==> config.mk <==
export PLATFORM = sky130hd
export DESIGN_NAME = ysyx_22050499_rf_scoreboard
export DESIGN_NICKNAME = d
export VERILOG_FILES = /design/src/rtl/ysyx_22050499_rf_scoreboard.sv
export SDC_FILE = /design/constraint.sdc
export NUM_CORES = 1
export LEC_CHECK = 0
export CORE_MARGIN = 8
export CORE_UTILIZATION = 30
export CTS_BUF_LIST = sky130_fd_sc_hd__clkbuf_2
export CTS_CLUSTER_SIZE = 40
export DETAILED_ROUTE_END_ITERATION = 8
export DONT_BUFFER_PORTS = 1
export PLACE_DENSITY = 0.44
export SETUP_SLACK_MARGIN = 0.2
export SYNTH_ARGS = -nofsm -noshare
export SYNTH_HDL_FRONTEND = slang
export SYNTH_SLANG_ARGS = --single-unit
==> constraint.sdc <==
create_clock -name clock -period 7.2 [get_ports clock]
set_input_delay 1.44 -clock clock [delete_from_list [all_inputs] [get_ports clock]]
set_output_delay 1.44 -clock clock [all_outputs]
set_load 0.005 [all_outputs]
==> src/rtl/ysyx_22050499_rf_scoreboard.sv <==
// Register file with two write-back ports, optional write-to-read forwarding,
// and a per-register pending (busy) scoreboard with a registered pending count.
module ysyx_22050499_rf_scoreboard #(
  parameter int NREGS      = 16,
  parameter int DATA_WIDTH = 32,
  parameter int BYPASS     = 1,
  localparam int AW        = $clog2(NREGS)
) (
  input  logic                  clock,
  input  logic                  reset,
  input  logic [AW-1:0]         rs1,
  input  logic [AW-1:0]         rs2,
  output logic [DATA_WIDTH-1:0] rs1_data,
  output logic [DATA_WIDTH-1:0] rs2_data,
  output logic                  rs1_busy,
  output logic                  rs2_busy,
  input  logic                  wen0,
  input  logic [AW-1:0]         waddr0,
  input  logic [DATA_WIDTH-1:0] wdata0,
  input  logic                  wen1,
  input  logic [AW-1:0]         waddr1,
  input  logic [DATA_WIDTH-1:0] wdata1,
  input  logic                  iss_en,
  input  logic [AW-1:0]         iss_rd,
  input  logic                  flush,
  output logic [AW:0]           busy_cnt
);

  logic [DATA_WIDTH-1:0] regs [NREGS];
  logic [NREGS-1:0]      busy_q;
  logic [NREGS-1:0]      busy_nxt;
  logic [AW:0]           cnt_nxt;
  logic                  wr0_act;
  logic                  wr1_act;
  logic                  rs1_hit0, rs1_hit1;
  logic                  rs2_hit0, rs2_hit1;

  // x0 is hardwired, so a write aimed at it is never "active".
  assign wr0_act = wen0 && (waddr0 != '0);
  assign wr1_act = wen1 && (waddr1 != '0);

  assign rs1_hit0 = (BYPASS != 0) && wr0_act && (waddr0 == rs1);
  assign rs1_hit1 = (BYPASS != 0) && wr1_act && (waddr1 == rs1);
  assign rs2_hit0 = (BYPASS != 0) && wr0_act && (waddr0 == rs2);
  assign rs2_hit1 = (BYPASS != 0) && wr1_act && (waddr1 == rs2);

  // Port 1 takes priority over port 0 when both forward to the same reader.
  always_comb begin
    rs1_data = regs[rs1];
    if (rs1_hit0) rs1_data = wdata0;
    if (rs1_hit1) rs1_data = wdata1;
    if (rs1 == '0) rs1_data = '0;
    rs2_data = regs[rs2];
    if (rs2_hit0) rs2_data = wdata0;
    if (rs2_hit1) rs2_data = wdata1;
    if (rs2 == '0) rs2_data = '0;
  end

  // A forwarded operand is no longer pending from the reader's point of view.
  assign rs1_busy = busy_q[rs1] && !(rs1_hit0 || rs1_hit1);
  assign rs2_busy = busy_q[rs2] && !(rs2_hit0 || rs2_hit1);

  // Write clears, then issue sets, so an issue in the same cycle wins.
  always_comb begin
    busy_nxt = busy_q;
    cnt_nxt  = '0;
    for (int i = 1; i < NREGS; i++) begin
      if ((wr0_act && waddr0 == AW'(i)) || (wr1_act && waddr1 == AW'(i)))
        busy_nxt[i] = 1'b0;
      if (iss_en && iss_rd == AW'(i))
        busy_nxt[i] = 1'b1;
    end
    busy_nxt[0] = 1'b0;
    if (flush) busy_nxt = '0;
    for (int i = 0; i < NREGS; i++)
      cnt_nxt = cnt_nxt + (AW+1)'(busy_nxt[i]);
  end

  always_ff @(posedge clock) begin
    if (reset) begin
      for (int i = 0; i < NREGS; i++) regs[i] <= '0;
      busy_q   <= '0;
      busy_cnt <= '0;
    end else begin
      if (wr0_act) regs[waddr0] <= wdata0;
      if (wr1_act) regs[waddr1] <= wdata1;
      busy_q   <= busy_nxt;
      busy_cnt <= cnt_nxt;
    end
  end

endmodule
==> results of run 1 <==
-- state kept, by name, summed over array words and instances, names as in the netlist --
register	cells
regs	512
busy_cnt	4
busy_q	15
-- path summary, 6_finish.rpt --
kind,start,to,slack [ps]
worst min register to register,busy_q[7],busy_q[7],660
worst max register to register,busy_q[10],busy_cnt[2],3110
worst max-delay path,waddr1[0],rs1_data[0],1100
worst min-delay path,reset,busy_q[6],220
-- per-layer routing --
layer | vias up | GRT usage | wire, um
met4 | 4 | 0.113 | 7160
met1 | 12900 | 0.282 | 55600
met5 | - | 0 | 26
met3 | 410 | 0.0591 | 13100
li1 | 10000 | - | -
met2 | 1513 | 0.383 | 68700
-- metrics by stage --
stage,cell area [um2],std cells,hold slack (ps),utilization,setup slack (ps)
after floorplan,32600,2594,561,-,1710
after global placement,33600,3689,626,0.313,1240
after detailed placement,33600,3689,653,0.313,1270
after CTS,34900,3950,8.56,0.325,1250
after global routing,34900,3952,75.5,0.325,1120
final,34900,3954,220,0.325,1100
-- cell usage in the layout, fill, tap and decap left out, types with 47 or more instances in the layout --
master and n:
nand2_1 63, nor2_1 214, a22o_1 478, a21oi_1 53
clkbuf_2 216, o21ai_0 64, mux4_2 183, edfxtp_1 512
mux2i_1 176, buf_4 67, nand3_1 47
-- cells by family after synthesis --
group | share of synthesized area
buffers and inverters | 0.0539
flip-flops | 0.484
XOR/XNOR | 0.00458
AND/OR/NAND/NOR | 0.0627
adder cells (fa/ha/maj) | 0.00692
other | 0.000115
multiplexers | 0.193
AO/OA/AOI/OAI | 0.195
-- power by group through the flow --
stage | clock [mW] | sequential [mW] | combinational [mW]
2_1_floorplan | 0 | 3.74 | 0.826
3_3_place_gp | 0 | 3.77 | 0.952
3_5_place_dp | 0 | 3.78 | 0.956
4_1_cts | 2.32 | 3.71 | 0.959
5_1_grt | 2.45 | 3.73 | 1.01
6_report | 2.26 | 3.71 | 0.957
-- final cells by class --
type | instances | area (um2)
Inverter | 42 | 158
Tap cell | 1403 | 1760
Fill cell | 10500 | 72400
Clock inverter | 43 | 221
Antenna cell | 4 | 10.0
Sequential cell | 531 | 15800
Timing Repair Buffer | 69 | 523
Multi-Input combinational cell | 1646 | 15400
Clock buffer | 216 | 1080
-- worst reg2reg max path: cells and delay by family (launching register included) --
family	cells	cell delay, ps
xor+xnor	1	170
fa+ha+maj	6	2790
compound gates	2	420
flops	1	420
buf+inv	2	140
simple gates	1	60
-- repair_timing --
action | in CTS | in global routing
endpoints found under the hold margin | 7 | 0
gates resized for setup | 0 | 0
hold buffers | 2 | 0
==> impl_metrics.ini, run 1 <==
[critical_path]
startpoint_type = input pin
arrival_ps = 4660
cp_max_fo = 19
crit_top_cell = buf_4
path_depth = 6
cp-end-kind = output pin
slowest_stage = a2111oi_0
crit_family = compound AO/OA/AOI/OAI gates
path_class = input pin to output pin
path_buf_inv = 2
cpPeakStageDelay_ps = 1190
worstPathCellList = o41ai_2 > or2_2 > buf_4 > nor2_1 > a2111oi_0 > buf_4
reg2reg_depth = 12
required_ps = 5760

[power_and_ir_drop]
p_leak_nw = 12.3
p_sw_mw = 2.02
seq_power_share = 0.536
clock_power_share = 0.326
fin_total_pwr_mw = 6.92
power_density_mw_per_mm2 = 198
ir_drop_mv = 0.116
p_int_mw = 4.90
p_comb_frac = 0.138
swShare = 0.292

[flow_run]
cap_violations = 1

[synth]
yosys-top-cells-area = edfxtp_1, a22o_1, mux4_2
synth_edf_count = 512
yosysWarningCount = 0
synth_top_area_cell = edfxtp_1
synth_seq_area_share = 0.484
async_flop_share = 0
synth_most_common_cell = edfxtp_1
synth_cells = 2562
yosys.area.top_type_share = 0.473
avgSynthCellArea_um2 = 12.7
synth_ff_type = edfxtp_1
ys_ff_latch = 531
synth_cell_types = 53
synth_area_mm2 = 0.0325
ys_top_cells_by_count = edfxtp_1, a22o_1, nor2_1

[hold_path]
hold_path_depth = 1
hold_class = input pin to flop

[clocking]
cts_made_buffers = 150
clock_path_buffers = 3
post_cts_buffers = 0
cts_sinks = 531
clk_pin_slew_ps = 120
clk_latency_ps = 1350
cts_tree = done
htreeDepth = 4
cts_root_buf = clkbuf_2

[die]
core_area_mm2 = 0.107
core.rowCount = 120
pin_count = 161
initial_utilization = 0.303
die_y_um = 345
die_x_um = 345
fp.dieArea_mm2 = 0.119

[route]
via_per_inst = 6.29
dr.pass1.iters = 5
num_vias = 24900
drt-total-wl_mm = 145
wl_per_cell_um = 36.6
ant_nets = 0
drc = 0
drtIter0Drc = 2386

[timing]
rsz0062_at_grt = false
worst_pin_slew_ps = 1440
report.final.slew_viol_count = 0
fin_tns_setup_ps = 0
skew_ps = 21.8
final-hold-violation-count = 0
post-route-period-util = 0.847
slew_headroom = 0.0174
setup_viol = 0
min_period_ps = 6100
fmax_mhz = 164

[global_routing]
grt_pass1_wl_mm = 199
grt_pass1_vias = 25200
antenna_found_initial = 5
grt_use_total = 0.232
grt_overflow_total = 0
grt_max_degree = 168

[placement]
place.gp.congestion = 0.820
hpwlAfterDp_mm = 76.3
portBuffers = 0

[run_status]
violations = max-capacitance violations
outcome = finished, violations left

[final_layout]
drive_gt1_frac = 0.249
nNetsFinal = 2542
areaGrowthSynthToFinish_pct = 7.39
Power figures use the tool's default switching activity.
==> run 2: changes to the inputs <==
- clock period: 7.2 -> 6.1 ns (I/O delays scaled with it)
==> impl_metrics.ini, run 2 (synthesis gave the netlist of run 1 again) <==
[clocking]
clk_latency_ps = 1300
htreeDepth = 4
cts_made_buffers = 150
cts_tree = done
post_cts_buffers = 0
cts_root_buf = clkbuf_2
clk_pin_slew_ps = 90
clock_path_buffers = 3
cts_sinks = 531

[route]
drc = 0
dr_wl_met3_mm = 12.7
wl_met1_mm = 57.1
wl_per_cell_um = 37.0
via_per_inst = 6.29
highest_layer = met5
drtIter0Drc = 2694
dr_wl_met2_mm = 71.9
dr.pass1.iters = 7
ant_nets = 0
drt-total-wl_mm = 150
num_vias = 25500

[die]
die_x_um = 345
initial_utilization = 0.303
fp.dieArea_mm2 = 0.119
core.rowCount = 120
pin_count = 161
die_y_um = 345
core_area_mm2 = 0.107

[run_status]
outcome = finished clean

[placement]
portBuffers = 0
place.gp.congestion = 0.830
hpwlAfterDp_mm = 78.8

[power_and_ir_drop]
power_density_mw_per_mm2 = 232
ir_drop_mv = 0.138
p_leak_nw = 12.8

[final_layout]
post-route-util = 0.335
layout_commonest_cell = edfxtp_1
top_regs = regs x512, busy_q x15, busy_cnt x4
areaGrowthSynthToFinish_pct = 10.4
largest-register = regs
drive_gt1_frac = 0.244
largest_reg_flops = 512
layout_common_cells = edfxtp_1, a22o_1, clkbuf_2
nNetsFinal = 2644

[timing]
slew_headroom = 0.211
post-route-period-util = 0.820
fin_tns_setup_ps = 0
fmax_mhz = 200
whs_ps = 179
skew_ps = 13.6
final-hold-violation-count = 0
worst_pin_slew_ps = 1180
report.final.slew_viol_count = 0
setup_viol = 0
rsz0062_at_grt = false
min_period_ps = 5000

[critical_path]
reg2reg_from = busy_q[2]
startpoint = rs1[2]
arrival_ps = 3780
path_class = input pin to output pin
startpoint_type = input pin
reg2reg_depth = 11
cp-end-kind = output pin
r2r_setup_slack_ps = 1960
r2r_end = busy_cnt[2]
cp_max_fo = 119
required_ps = 4880

[global_routing]
grt_max_degree = 168
grt_pass1_vias = 25800
grt_use_total = 0.241
antenna_found_initial = 5
grt_pass1_wl_mm = 206
grt_overflow_total = 0

[hold_path]
hold_path_depth = 2
hold_path_end = busy_q[10]
hp-start = flush
hold_class = input pin to flop

[flow_run]
cap_violations = 0
==> run 2: changes by cell type in the layout (fill, tap and decap cells not counted), sizes merged <==
cell | previous run | this run
buf | 67 | 74
inv | 46 | 47
clkinv | 36 | 23
dlygate4sd3 | 2 | 97
clkbuf | 216 | 219
==> run 2: what timing repair did <==
item | CTS | global route
hold endpoints to repair | 528 | 0
endpoints found under the setup margin | 0 | 0
resized for setup | 0 | 0
hold buffers | 98 | 0
==> run 2: critical path: stages <==
cell and delay (ps):
or3_2 1080, o21ai_0 300, nor3_1 110, a2111oi_2 780
==> run 2: power breakdown <==
part / switching, mW / total [mW] / internal, mW
clock: 1.63 / 2.66 / 1.03
sequential: 0.124 / 4.38 / 4.26
combinational: 0.756 / 1.30 / 0.542
==> run 2: metrics by stage <==
stage | instance area [um2] | total power, mW | worst slack [ps] | cells
2_1_floorplan | 32600 | 5.39 | 828 | 2594
3_3_place_gp | 33600 | 5.58 | 656 | 3695
3_5_place_dp | 33600 | 5.60 | 674 | 3695
4_1_cts | 35900 | 8.40 | 1260 | 4043
5_1_grt | 35900 | 8.66 | 1190 | 4045
6_report | 35900 | 8.34 | 1100 | 4047
==> run 2: cell type report <==
class | count | area (um2)
inverters | 42 | 158
multi-input cells | 1646 | 15400
flip-flops and latches | 531 | 15800
diodes | 4 | 10.0
well taps | 1403 | 1760
clock inverters | 31 | 176
clock buffers | 219 | 1100
repair buffers | 171 | 1550
fillers | 10500 | 71400
==> run 2: worst max-delay path by stage <==
stage	end	slack (ps)	depth (start not counted)
3_5_place_dp	busy_cnt[2]	670	14
5_1_grt	rs1_data[9]	1190	6
3_3_place_gp	busy_cnt[2]	660	14
4_1_cts	rs2_data[31]	1260	6
6_report	rs1_data[4]	1100	4
2_1_floorplan	busy_cnt[2]	830	15
==> run 2: per-layer routing <==
metal	track usage	vias to the layer above
li1	-	10200
met1	0.290	13300
met2	0.402	1543
met3	0.0530	420
met4	0.124	6
met5	0.00775	-
